<file path="config.mk">
export PLATFORM = sky130hd
export DESIGN_NAME = gcd_engine
export DESIGN_NICKNAME = d
export VERILOG_FILES = /design/src/rtl/gcd_engine.sv
export SDC_FILE = /design/constraint.sdc
export NUM_CORES = 1
export LEC_CHECK = 0
export ABC_AREA = 1
export CAP_MARGIN = 30
export CORE_MARGIN = 4
export CORE_UTILIZATION = 30
export CTS_CLUSTER_DIAMETER = 200
export DETAILED_ROUTE_END_ITERATION = 6
export SLEW_MARGIN = 20
export SYNTH_ARGS = -nofsm -noshare
export SYNTH_HDL_FRONTEND = slang
export SYNTH_SLANG_ARGS = --single-unit
</file>
<file path="constraint.sdc">
create_clock -name clk -period 1.7 [get_ports clk]
set_input_delay 0.34 -clock clk [delete_from_list [all_inputs] [get_ports clk]]
set_output_delay 0.34 -clock clk [all_outputs]
set_load 0.005 [all_outputs]
</file>
<file path="src/rtl/gcd_engine.sv">
// Purpose: iterative Euclid GCD; each remainder comes from a 1-bit/clk restoring shift-subtract.
// Latency: done in the cycle after edge iters*(WIDTH+2)+2, counting the start-sampling edge as 1.
// Backpressure: none; start is sampled only in IDLE and ignored while busy.
//
// Ports:
//   clk, reset          rising-edge clock, asynchronous active-low reset
//   start, a, b         request pulse and unsigned operands (sampled only at acceptance)
//   busy, done          busy from the cycle after acceptance through DONE; done is a 1-cycle pulse
//   result, iters       gcd(a,b) and the number of remainder steps used (saturating)
module gcd_engine #(
  parameter int WIDTH = 32,
  parameter int CNT_W = 6
) (
  input  logic             clk,
  input  logic             reset,
  input  logic             start,
  input  logic [WIDTH-1:0] a,
  input  logic [WIDTH-1:0] b,
  output logic             busy,
  output logic             done,
  output logic [WIDTH-1:0] result,
  output logic [CNT_W-1:0] iters
);

  localparam int BW = (WIDTH > 1) ? $clog2(WIDTH) : 1;

  typedef enum logic [2:0] {
    IDLE,
    CHECK,
    MOD,
    SWAP,
    DONE
  } state_t;

  state_t           state;
  logic [WIDTH-1:0] x;
  logic [WIDTH-1:0] y;
  logic [WIDTH-1:0] rem;
  logic [WIDTH-1:0] shreg;
  logic [BW-1:0]    bitcnt;

  // One restoring step: bring the next dividend bit into the partial remainder.
  // The trial value is WIDTH+1 bits wide so a remainder near 2^WIDTH-1 shifted
  // left cannot wrap before the compare.
  logic [WIDTH:0]   trial;
  logic [WIDTH-1:0] diff;
  logic             ge;

  assign trial = {rem, shreg[WIDTH-1]};
  assign ge    = (trial >= {1'b0, y});
  // When ge holds, trial - y < y, so the low WIDTH bits are the exact difference.
  assign diff  = trial[WIDTH-1:0] - y;

  always_ff @(posedge clk or negedge reset) begin
    if (!reset) begin
      state  <= IDLE;
      busy   <= 1'b0;
      done   <= 1'b0;
      result <= '0;
      iters  <= '0;
      x      <= '0;
      y      <= '0;
      rem    <= '0;
      shreg  <= '0;
      bitcnt <= '0;
    end else begin
      case (state)
        IDLE: begin
          if (start) begin
            x     <= a;
            y     <= b;
            iters <= '0;
            busy  <= 1'b1;
            state <= CHECK;
          end
        end

        CHECK: begin
          if (y == '0) begin
            result <= x;
            done   <= 1'b1;
            state  <= DONE;
          end else begin
            shreg  <= x;
            rem    <= '0;
            bitcnt <= BW'(WIDTH - 1);
            state  <= MOD;
          end
        end

        MOD: begin
          rem   <= ge ? diff : trial[WIDTH-1:0];
          shreg <= shreg << 1;
          if (bitcnt == '0) begin
            state <= SWAP;
          end else begin
            bitcnt <= bitcnt - 1'b1;
          end
        end

        SWAP: begin
          // rem now holds x mod y; it becomes the next divisor.
          x <= y;
          y <= rem;
          if (iters != '1) begin
            iters <= iters + 1'b1;
          end
          state <= CHECK;
        end

        DONE: begin
          done  <= 1'b0;
          busy  <= 1'b0;
          state <= IDLE;
        end

        default: begin
          state <= IDLE;
        end
      endcase
    end
  end

endmodule

</file>
==> metrics.txt, run 1 <==
# TYPE chip_impl_metric gauge
chip_impl_info{name="outcome",value="finished, violations left"} 1
chip_impl_info{name="failing_checks",value="setup timing"} 1
chip_impl_metric{name="yosys.area.top_type_share",unit="%"} 41.8
chip_impl_metric{name="finalMaxSlewViolations",unit=""} 0
chip_impl_metric{name="drt.antenna.violating_nets",unit=""} 0
chip_impl_info{name="post_synth_main_area_contributors",value="sky130_fd_sc_hd__dfrtp_1 42%, sky130_fd_sc_hd__nand2_1 18%, sky130_fd_sc_hd__inv_1 7.8%, sky130_fd_sc_hd__o21ai_0 5.3%, sky130_fd_sc_hd__nand3_1 4.4%"} 1
chip_impl_metric{name="dpl.hpwl",unit="mm"} 27.6
chip_impl_metric{name="worst_slack",unit="ns"} -0.446
chip_impl_metric{name="drt_first_iter_violations",unit=""} 806
chip_impl_metric{name="count_of_mapped_cells_out_of_synthesis",unit=""} 1466
chip_impl_metric{name="skew",unit="ns"} 0.0153
chip_impl_metric{name="post_synth_cell_types",unit=""} 39
chip_impl_metric{name="cts_sinks",unit=""} 176
chip_impl_metric{name="tritoncts.num_buffers",unit=""} 17
chip_impl_metric{name="post-route-drc-count",unit=""} 0
chip_impl_metric{name="finalNetCount",unit=""} 1946
chip_impl_metric{name="synth-seq-area-share",unit="%"} 41.8
chip_impl_metric{name="max-cap-violations",unit=""} 0
chip_impl_metric{name="initial_cell_density_of_the_core",unit="%"} 30.4
chip_impl_metric{name="tightestPinTransition",unit="ns"} 0.450
chip_impl_metric{name="initial_antenna_violation_count",unit=""} 0
chip_impl_metric{name="maximum_number_of_pins_on_one_net_before_global_route_repair",unit=""} 43
chip_impl_metric{name="final_cell_count_no_fill",unit=""} 2311
chip_impl_metric{name="synth_seq_cells",unit=""} 176
chip_impl_metric{name="timing.final.crit_share",unit="%"} 126
chip_impl_metric{name="dieArea",unit="mm2"} 0.0382
chip_impl_info{name="path_common_cell",value="sky130_fd_sc_hd__buf_4"} 1
chip_impl_metric{name="horizontal_extent_of_the_die",unit="um"} 195
chip_impl_metric{name="p_leak",unit="uW"} 0.00877
chip_impl_metric{name="power_frac_clock",unit="%"} 10.1
chip_impl_metric{name="finalSetupViolations",unit=""} 104
chip_impl_metric{name="timing.critical_path.fanout_max",unit=""} 8
chip_impl_metric{name="vias",unit=""} 11235
chip_impl_metric{name="synthesis.area_per_instance",unit="um2"} 7.19
chip_impl_info{name="timing.critical_path.cells",value="buf_4 > nor4_4 > buf_4 > nand4_1 > buf_4 > o21ai_4 > nand2_4 > buf_6 > buf_16 > nand2_4 > nand2_2"} 1
chip_impl_metric{name="io_pins",unit=""} 107
chip_impl_metric{name="share_comb_of_total_power",unit="%"} 74.6
chip_impl_metric{name="slowest_delay",unit="ns"} 0.39
chip_impl_metric{name="pre_cts_setup_slack",unit="ns"} -0.548
chip_impl_metric{name="clkSlewWorstSetupHoldPaths",unit="ns"} 0.07
chip_impl_metric{name="grt_util_all_layers",unit="%"} 20.3
chip_impl_metric{name="fmax",unit="MHz"} 466
chip_impl_info{name="rsz0062_at_grt",value="yes"} 1
chip_impl_metric{name="h-tree-depth",unit=""} 4
chip_impl_metric{name="floorplan.die.height",unit="um"} 195
chip_impl_info{name="cts_tree",value="done"} 1
chip_impl_metric{name="internal_power",unit="uW"} 22000
chip_impl_metric{name="gr-total-overflow",unit=""} 0
chip_impl_metric{name="port-buffer-count",unit=""} 106
chip_impl_metric{name="worst_skew_pair.late_latency",unit="ns"} 0.44
chip_impl_metric{name="wirelength",unit="mm"} 41.0
chip_impl_metric{name="synth.yosys.warnings",unit=""} 0
chip_impl_metric{name="p_sw",unit="uW"} 19800
chip_impl_info{name="critPathTopFamily",value="buffers and inverters"} 1
chip_impl_metric{name="n_antenna_cell",unit=""} 0
chip_impl_metric{name="core-area",unit="mm2"} 0.0346
chip_impl_metric{name="fill_cells",unit=""} 3216
chip_impl_metric{name="fp-row-count",unit=""} 68
chip_impl_metric{name="arrival",unit="ns"} 2.48
chip_impl_metric{name="wire_length_of_the_first_global_routing_pass",unit="mm"} 61.9
chip_impl_metric{name="report.final.hold_viol_count",unit=""} 0
chip_impl_metric{name="mappedNetlistArea",unit="mm2"} 0.0105
chip_impl_info{name="cpMaxStageDelayCell",value="sky130_fd_sc_hd__dfrtp_1"} 1
chip_impl_metric{name="power.total",unit="uW"} 41800
chip_impl_metric{name="peak_supply_drop",unit="V"} 0.000986
chip_impl_metric{name="area.growth.synth_to_final",unit="%"} 64.9
chip_impl_metric{name="postLayoutCoreUtil",unit="%"} 50.2
chip_impl_metric{name="period_minus_slack",unit="ns"} 2.15
chip_impl_metric{name="post_synthesis_net_count",unit=""} 1569
chip_impl_info{name="setup.worst_path.end_class",value="flop"} 1
chip_impl_metric{name="first_global_vias",unit=""} 11247
chip_impl_metric{name="first_pass_iters",unit=""} 6
chip_impl_metric{name="clock_tree.buffer_depth",unit=""} 2
chip_impl_metric{name="slew_headroom",unit="%"} 70.0
chip_impl_info{name="path_class",value="reg2reg"} 1
chip_impl_metric{name="p_seq_share",unit="%"} 15.3
chip_impl_metric{name="via_per_inst",unit=""} 4.86
chip_impl_metric{name="netSwitchingFraction",unit="%"} 47.4
chip_impl_metric{name="gp_routability_congestion",unit=""} 0.941
chip_impl_info{name="clk_root_buffer_cell",value="sky130_fd_sc_hd__clkbuf_16"} 1
chip_impl_metric{name="fraction_of_layout_instances_using_a_drive_strength_above_1",unit="%"} 38.5
chip_impl_metric{name="wl_per_cell",unit="um"} 17.7
chip_impl_info{name="hold_class",value="in2async"} 1
chip_impl_metric{name="power-per-cell-area",unit="mW/mm2"} 2400
chip_impl_metric{name="combined_buffer_and_inverter_count_along_the_critical_path",unit=""} 5
chip_impl_info{name="critPathLaunchType",value="flop"} 1
chip_impl_metric{name="fin_setup_tns",unit="ns"} -40.06
chip_impl_metric{name="crit_required",unit="ns"} 2.03
chip_impl_metric{name="place.detailed.instances",unit=""} 2180
chip_impl_info{name="synth.largest_area_cell",value="sky130_fd_sc_hd__dfrtp_1"} 1
[cell families (layout without fill, tap and decap cells)]
kind of cell,count (synthesis),count (layout),synth area share (%)
simple gates,725,725,28.9
buf+inv,285,675,11.0
compound gates,226,226,12.4
flops,176,176,41.8
fa+ha+maj,36,36,4.34
xor+xnor,18,18,1.50
[through the flow]
step	area, um2	hold slack (ns)
after global placement	14100	0.298
after floorplan	11000	0.0444
after detailed placement	14100	0.301
final	17400	0.402
after CTS	16400	0.407
after global routing	17400	0.438
[per-layer routing]
layer / track usage [%] / vias up / share of wire (%)
li1: - / 5427 / -
met5: 0 / - / 0
met1: 26.3 / 5477 / 43
met2: 35.9 / 284 / 52
met4: 5.51 / 0 / 1.8
met3: 2.52 / 47 / 3.5
[cells in the mapped netlist]
library cell,count
sky130_fd_sc_hd__nand3_1,93
sky130_fd_sc_hd__o21bai_1,1
sky130_fd_sc_hd__nand2_4,2
sky130_fd_sc_hd__buf_1,2
sky130_fd_sc_hd__clkbuf_1,21
sky130_fd_sc_hd__clkinv_2,1
sky130_fd_sc_hd__ha_1,35
sky130_fd_sc_hd__a22oi_1,50
sky130_fd_sc_hd__nor3_1,9
sky130_fd_sc_hd__nor3_2,1
sky130_fd_sc_hd__buf_2,22
sky130_fd_sc_hd__nand2_2,8
sky130_fd_sc_hd__buf_6,6
sky130_fd_sc_hd__or2_2,1
sky130_fd_sc_hd__nand3b_1,17
sky130_fd_sc_hd__a21oi_2,1
sky130_fd_sc_hd__nor2_1,51
sky130_fd_sc_hd__inv_1,220
sky130_fd_sc_hd__inv_2,8
sky130_fd_sc_hd__dfrtp_1,176
sky130_fd_sc_hd__and2_1,7
sky130_fd_sc_hd__nor2_2,2
sky130_fd_sc_hd__xnor2_1,15
sky130_fd_sc_hd__buf_4,5
sky130_fd_sc_hd__nor2_4,1
sky130_fd_sc_hd__o21ai_1,18
sky130_fd_sc_hd__o21ai_2,1
sky130_fd_sc_hd__a21oi_1,26
sky130_fd_sc_hd__o21ai_0,111
sky130_fd_sc_hd__o21a_1,2
sky130_fd_sc_hd__a31oi_1,1
sky130_fd_sc_hd__nor4_1,7
sky130_fd_sc_hd__a2111oi_0,1
sky130_fd_sc_hd__xor2_1,3
sky130_fd_sc_hd__o211ai_1,14
sky130_fd_sc_hd__nand3_2,3
sky130_fd_sc_hd__nand4_1,10
sky130_fd_sc_hd__fa_1,1
sky130_fd_sc_hd__nand2_1,513
[worst paths after layout]
path,from,end,slack (ns),cells past startpoint
hold / removal,reset,result[3],0.40,2
max in group asynchronous,reset,x[0],0.68,3
hold reg to reg,x[0],shreg[0],0.48,2
setup / recovery,y[6],shreg[9],-0.45,11
min in group clk,x[0],shreg[0],0.48,2
setup reg to reg,y[6],shreg[9],-0.45,11
[cells in the final DEF, fill, tap and decap left out, types with 27 or more instances in the layout]
cell type and instances:
sky130_fd_sc_hd__dfrtp_1 174, sky130_fd_sc_hd__inv_1 179, sky130_fd_sc_hd__ha_4 33, sky130_fd_sc_hd__nand2_2 108, sky130_fd_sc_hd__clkdlybuf4s50_1 91, sky130_fd_sc_hd__buf_4 250, sky130_fd_sc_hd__nand3_2 41, sky130_fd_sc_hd__nand2_1 344
sky130_fd_sc_hd__nor2_1 34, sky130_fd_sc_hd__buf_12 27, sky130_fd_sc_hd__o21ai_0 85, sky130_fd_sc_hd__nand2_4 68, sky130_fd_sc_hd__inv_2 47, sky130_fd_sc_hd__a22oi_1 50, sky130_fd_sc_hd__nand3_1 49
[cell type report]
cell class                      count  area, um2  area share, %
Multi-Input combinational cell   1005       6800           39.1
Sequential cell                   176       4410           25.4
Timing Repair Buffer              414       4120           23.7
Inverter                          229        877           5.05
Tap cell                          455        569           3.28
Clock buffer                       19        433           2.49
Clock inverter                     13        176           1.02
[worst reg2reg max path: cells and delay by family, from the launching register on]
family / cells / cell delay, ns
AND/OR/NAND/NOR: 5 / 0.65
buffers and inverters: 5 / 0.82
AO/OA/AOI/OAI: 1 / 0.17
flip-flops: 1 / 0.39
[power groups by stage]
stage | sequential, uW | combinational [uW] | clock, uW
after floorplan | 6340 | 13000 | 0
after global placement | 6400 | 22000 | 0
after detailed placement | 6450 | 22200 | 0
after CTS | 6330 | 27900 | 4290
after global routing | 6520 | 33500 | 4440
final | 6390 | 31200 | 4220
[registers in the layout, indices dropped and copies added (netlist names)]
| signal | cells |
|---|---|
| rem | 32 |
| result | 32 |
| x | 32 |
| busy | 1 |
| bitcnt | 5 |
| shreg | 32 |
| iters | 6 |
| state | 3 |
| done | 1 |
| y | 32 |
[what timing repair did]
action                     4_1_cts  5_1_grt
setup buffers                   64       19
resized for setup              243      214
cloned                          14        8
hold buffers                     1        0
setup endpoints to repair      113      118
pin swaps                       79       60
hold endpoints to repair        35        0
(Power assumes the default switching activity.)
==> inputs of run 2 (changes only) <==
- CELL_PAD_IN_SITES_DETAIL_PLACEMENT: unset -> 1
- CELL_PAD_IN_SITES_GLOBAL_PLACEMENT: unset -> 1
- PLACE_DENSITY: unset -> 0.66
==> run 2 against run 1 <==
Net effect: the run ends with DRC, setup timing left; worst setup slack better by 0.019 ns; die area unchanged; register-to-register slack better by 0.02 ns; sequential cell count unchanged; core utilization down 0.39 points; critical path depth up 3; first-iteration DRC count down 31%; maximum frequency up 0.92%; via count up 2.0%; non-clock buffer count up 13; combinational power about the same; sequential share of layout area up 0.21 points; critical path type unchanged; critical endpoint is now rem[19].
==> metrics.txt, run 2 (synthesis gave the netlist of run 1 again) <==
# TYPE chip_impl_metric gauge
chip_impl_info{name="outcome",value="finished, violations left"} 1
chip_impl_info{name="failing_checks",value="DRC, setup timing"} 1
chip_impl_metric{name="wl_per_cell",unit="um"} 19.4
chip_impl_metric{name="initial_antenna_violation_count",unit=""} 0
chip_impl_metric{name="period_minus_slack",unit="ns"} 2.13
chip_impl_metric{name="power-per-cell-area",unit="mW/mm2"} 2400
chip_impl_metric{name="multiInputGateArea",unit="mm2"} 0.00666
chip_impl_metric{name="dieArea",unit="mm2"} 0.0382
chip_impl_metric{name="timing.critical_path.fanout_max",unit=""} 11
chip_impl_info{name="top_layer_used",value="met4"} 1
chip_impl_metric{name="drt_first_iter_violations",unit=""} 556
chip_impl_metric{name="vias",unit=""} 11463
chip_impl_metric{name="tritoncts.num_buffers",unit=""} 17
chip_impl_info{name="clk_root_buffer_cell",value="sky130_fd_sc_hd__clkbuf_16"} 1
chip_impl_metric{name="initial_cell_density_of_the_core",unit="%"} 30.4
chip_impl_metric{name="finalMaxSlewViolations",unit=""} 0
chip_impl_metric{name="grt_util_all_layers",unit="%"} 22.0
chip_impl_metric{name="tightestPinTransition",unit="ns"} 0.380
chip_impl_metric{name="first_pass_iters",unit=""} 7
chip_impl_metric{name="route.met3.wl",unit="mm"} 1.19
chip_impl_info{name="path_class",value="reg2reg"} 1
chip_impl_metric{name="max-cap-violations",unit=""} 0
chip_impl_metric{name="final_cell_count_no_fill",unit=""} 2324
chip_impl_metric{name="area.sequential",unit="mm2"} 0.00441
chip_impl_metric{name="slowest_delay",unit="ns"} 0.38
chip_impl_metric{name="cts_sinks",unit=""} 176
chip_impl_metric{name="place.detailed.instances",unit=""} 2195
chip_impl_metric{name="horizontal_extent_of_the_die",unit="um"} 195
chip_impl_metric{name="core-area",unit="mm2"} 0.0346
chip_impl_info{name="most-common-layout-cells",value="353 x sky130_fd_sc_hd__nand2_1, 268 x sky130_fd_sc_hd__buf_4, 180 x sky130_fd_sc_hd__inv_1"} 1
chip_impl_metric{name="p_leak",unit="uW"} 0.00872
chip_impl_metric{name="post-route-drc-count",unit=""} 3
chip_impl_metric{name="final_design_area_no_fill",unit="mm2"} 0.0172
chip_impl_info{name="cpMaxStageDelayCell",value="sky130_fd_sc_hd__dfrtp_1"} 1
chip_impl_metric{name="wirelength",unit="mm"} 45.1
chip_impl_metric{name="clkSlewWorstSetupHoldPaths",unit="ns"} 0.09
chip_impl_info{name="hold_class",value="in2async"} 1
chip_impl_metric{name="peak_supply_drop",unit="V"} 0.00111
chip_impl_metric{name="finalSetupViolations",unit=""} 104
chip_impl_metric{name="floorplan.die.height",unit="um"} 195
chip_impl_metric{name="slew_headroom",unit="%"} 74.0
chip_impl_metric{name="ff2ff_path_depth",unit=""} 14
chip_impl_metric{name="worst_slack",unit="ns"} -0.426
chip_impl_metric{name="worst_skew_pair.late_latency",unit="ns"} 0.46
chip_impl_metric{name="clock_tree.buffer_depth",unit=""} 2
chip_impl_metric{name="fp-row-count",unit=""} 68
chip_impl_metric{name="arrival",unit="ns"} 2.48
chip_impl_info{name="most_common_cell_after_layout_fill_and_taps_aside",value="sky130_fd_sc_hd__nand2_1"} 1
chip_impl_metric{name="drt.antenna.violating_nets",unit=""} 0
chip_impl_info{name="cts_tree",value="done"} 1
chip_impl_info{name="setup.worst_path.end_class",value="flop"} 1
chip_impl_metric{name="fraction_of_layout_instances_using_a_drive_strength_above_1",unit="%"} 39.0
chip_impl_metric{name="fill_cells",unit=""} 4046
chip_impl_metric{name="gr-total-overflow",unit=""} 0
chip_impl_metric{name="power.total",unit="uW"} 41500
chip_impl_info{name="path_common_cell",value="sky130_fd_sc_hd__nand2_1"} 1
chip_impl_metric{name="fmax",unit="MHz"} 470
chip_impl_metric{name="dpl.hpwl",unit="mm"} 31.2
chip_impl_metric{name="fin_setup_tns",unit="ns"} -37.60
chip_impl_metric{name="met2_length",unit="mm"} 23.2
chip_impl_metric{name="first_global_vias",unit=""} 11938
chip_impl_metric{name="report.final.hold_viol_count",unit=""} 0
chip_impl_metric{name="io_pins",unit=""} 107
chip_impl_metric{name="n_antenna_cell",unit=""} 0
chip_impl_metric{name="crit_required",unit="ns"} 2.05
chip_impl_metric{name="gp_routability_congestion",unit=""} 0.893
chip_impl_metric{name="area.growth.synth_to_final",unit="%"} 63.6
chip_impl_metric{name="port-buffer-count",unit=""} 106
chip_impl_metric{name="finalNetCount",unit=""} 1959
chip_impl_metric{name="h-tree-depth",unit=""} 4
chip_impl_metric{name="skew",unit="ns"} 0.0219
chip_impl_metric{name="dpl_cell_area",unit="mm2"} 0.0142
chip_impl_metric{name="wire_length_of_the_first_global_routing_pass",unit="mm"} 66.7
chip_impl_metric{name="timing.final.crit_share",unit="%"} 125
chip_impl_info{name="timing.critical_path.cells",value="inv_2 > ha_4 > nand2_2 > nor2_4 > nand2_1 > inv_1 > nand2_4 > nand2_4 > nand2_8 > nand2_8 > buf_12 > nand2_1 > nand3_1 > nand2_1"} 1
chip_impl_info{name="critPathLaunchType",value="flop"} 1
chip_impl_metric{name="maximum_number_of_pins_on_one_net_before_global_route_repair",unit=""} 46
chip_impl_metric{name="wl_met1",unit="mm"} 19.8
chip_impl_metric{name="postLayoutCoreUtil",unit="%"} 49.8
chip_impl_info{name="rsz0062_at_grt",value="yes"} 1
chip_impl_metric{name="via_per_inst",unit=""} 4.93
==> run 2: where the power goes <==
part	switching (uW)	leakage, uW	internal [uW]
registers	912	0.00225	5560
logic	17000	0.00618	13900
clock network	1900	0.000299	2240
==> run 2: metal layers <==
metal	up-vias	global-route usage [%]
li1	5445	-
met1	5778	28.7
met2	187	39.1
met3	53	2.55
met4	0	5.22
met5	-	0
==> run 2: repair_timing <==
action,in CTS,in global routing
pin swaps,35,67
hold buffers,1,0
resized for setup,210,229
setup endpoints to repair,145,134
buffers inserted,47,35
gates cloned,9,8
hold endpoints to repair,28,0
==> run 2: final timing paths <==
| path | from | to | slack, ns |
|---|---|---|---|
| setup / recovery | y[13] | rem[19] | -0.43 |
| hold / removal | reset | rem[3] | 0.36 |
| setup reg to reg | y[13] | rem[19] | -0.43 |
| hold reg to reg | shreg[9] | shreg[9] | 0.48 |
| max in group asynchronous | reset | rem[13] | 0.72 |
| min in group clk | b[20] | y[20] | 0.47 |
==> run 2: per-stage QoR <==
stage	hold WS [ns]	worst slack, ns
floorplan	0.0444	-0.0899
global placement	0.282	-0.631
detailed placement	0.281	-0.663
CTS	0.370	-0.391
global route	0.381	-0.522
finish	0.360	-0.426
==> run 2: area by class of cell <==
type | instances | area share (%)
Timing Repair Buffer | 427 | 24.0
Clock buffer | 18 | 2.55
Tap cell | 455 | 3.30
Clock inverter | 14 | 0.900
Multi-Input combinational cell | 1005 | 38.6
Inverter | 229 | 5.07
Sequential cell | 176 | 25.6
==> run 2: critical path, delay by kind of cell, from the launching register on <==
family                     cells  cell delay [ns]
and+or+nand+nor               10             0.97
DFF                            1             0.38
adders and majority gates      1             0.30
buffers and inverters          3             0.35
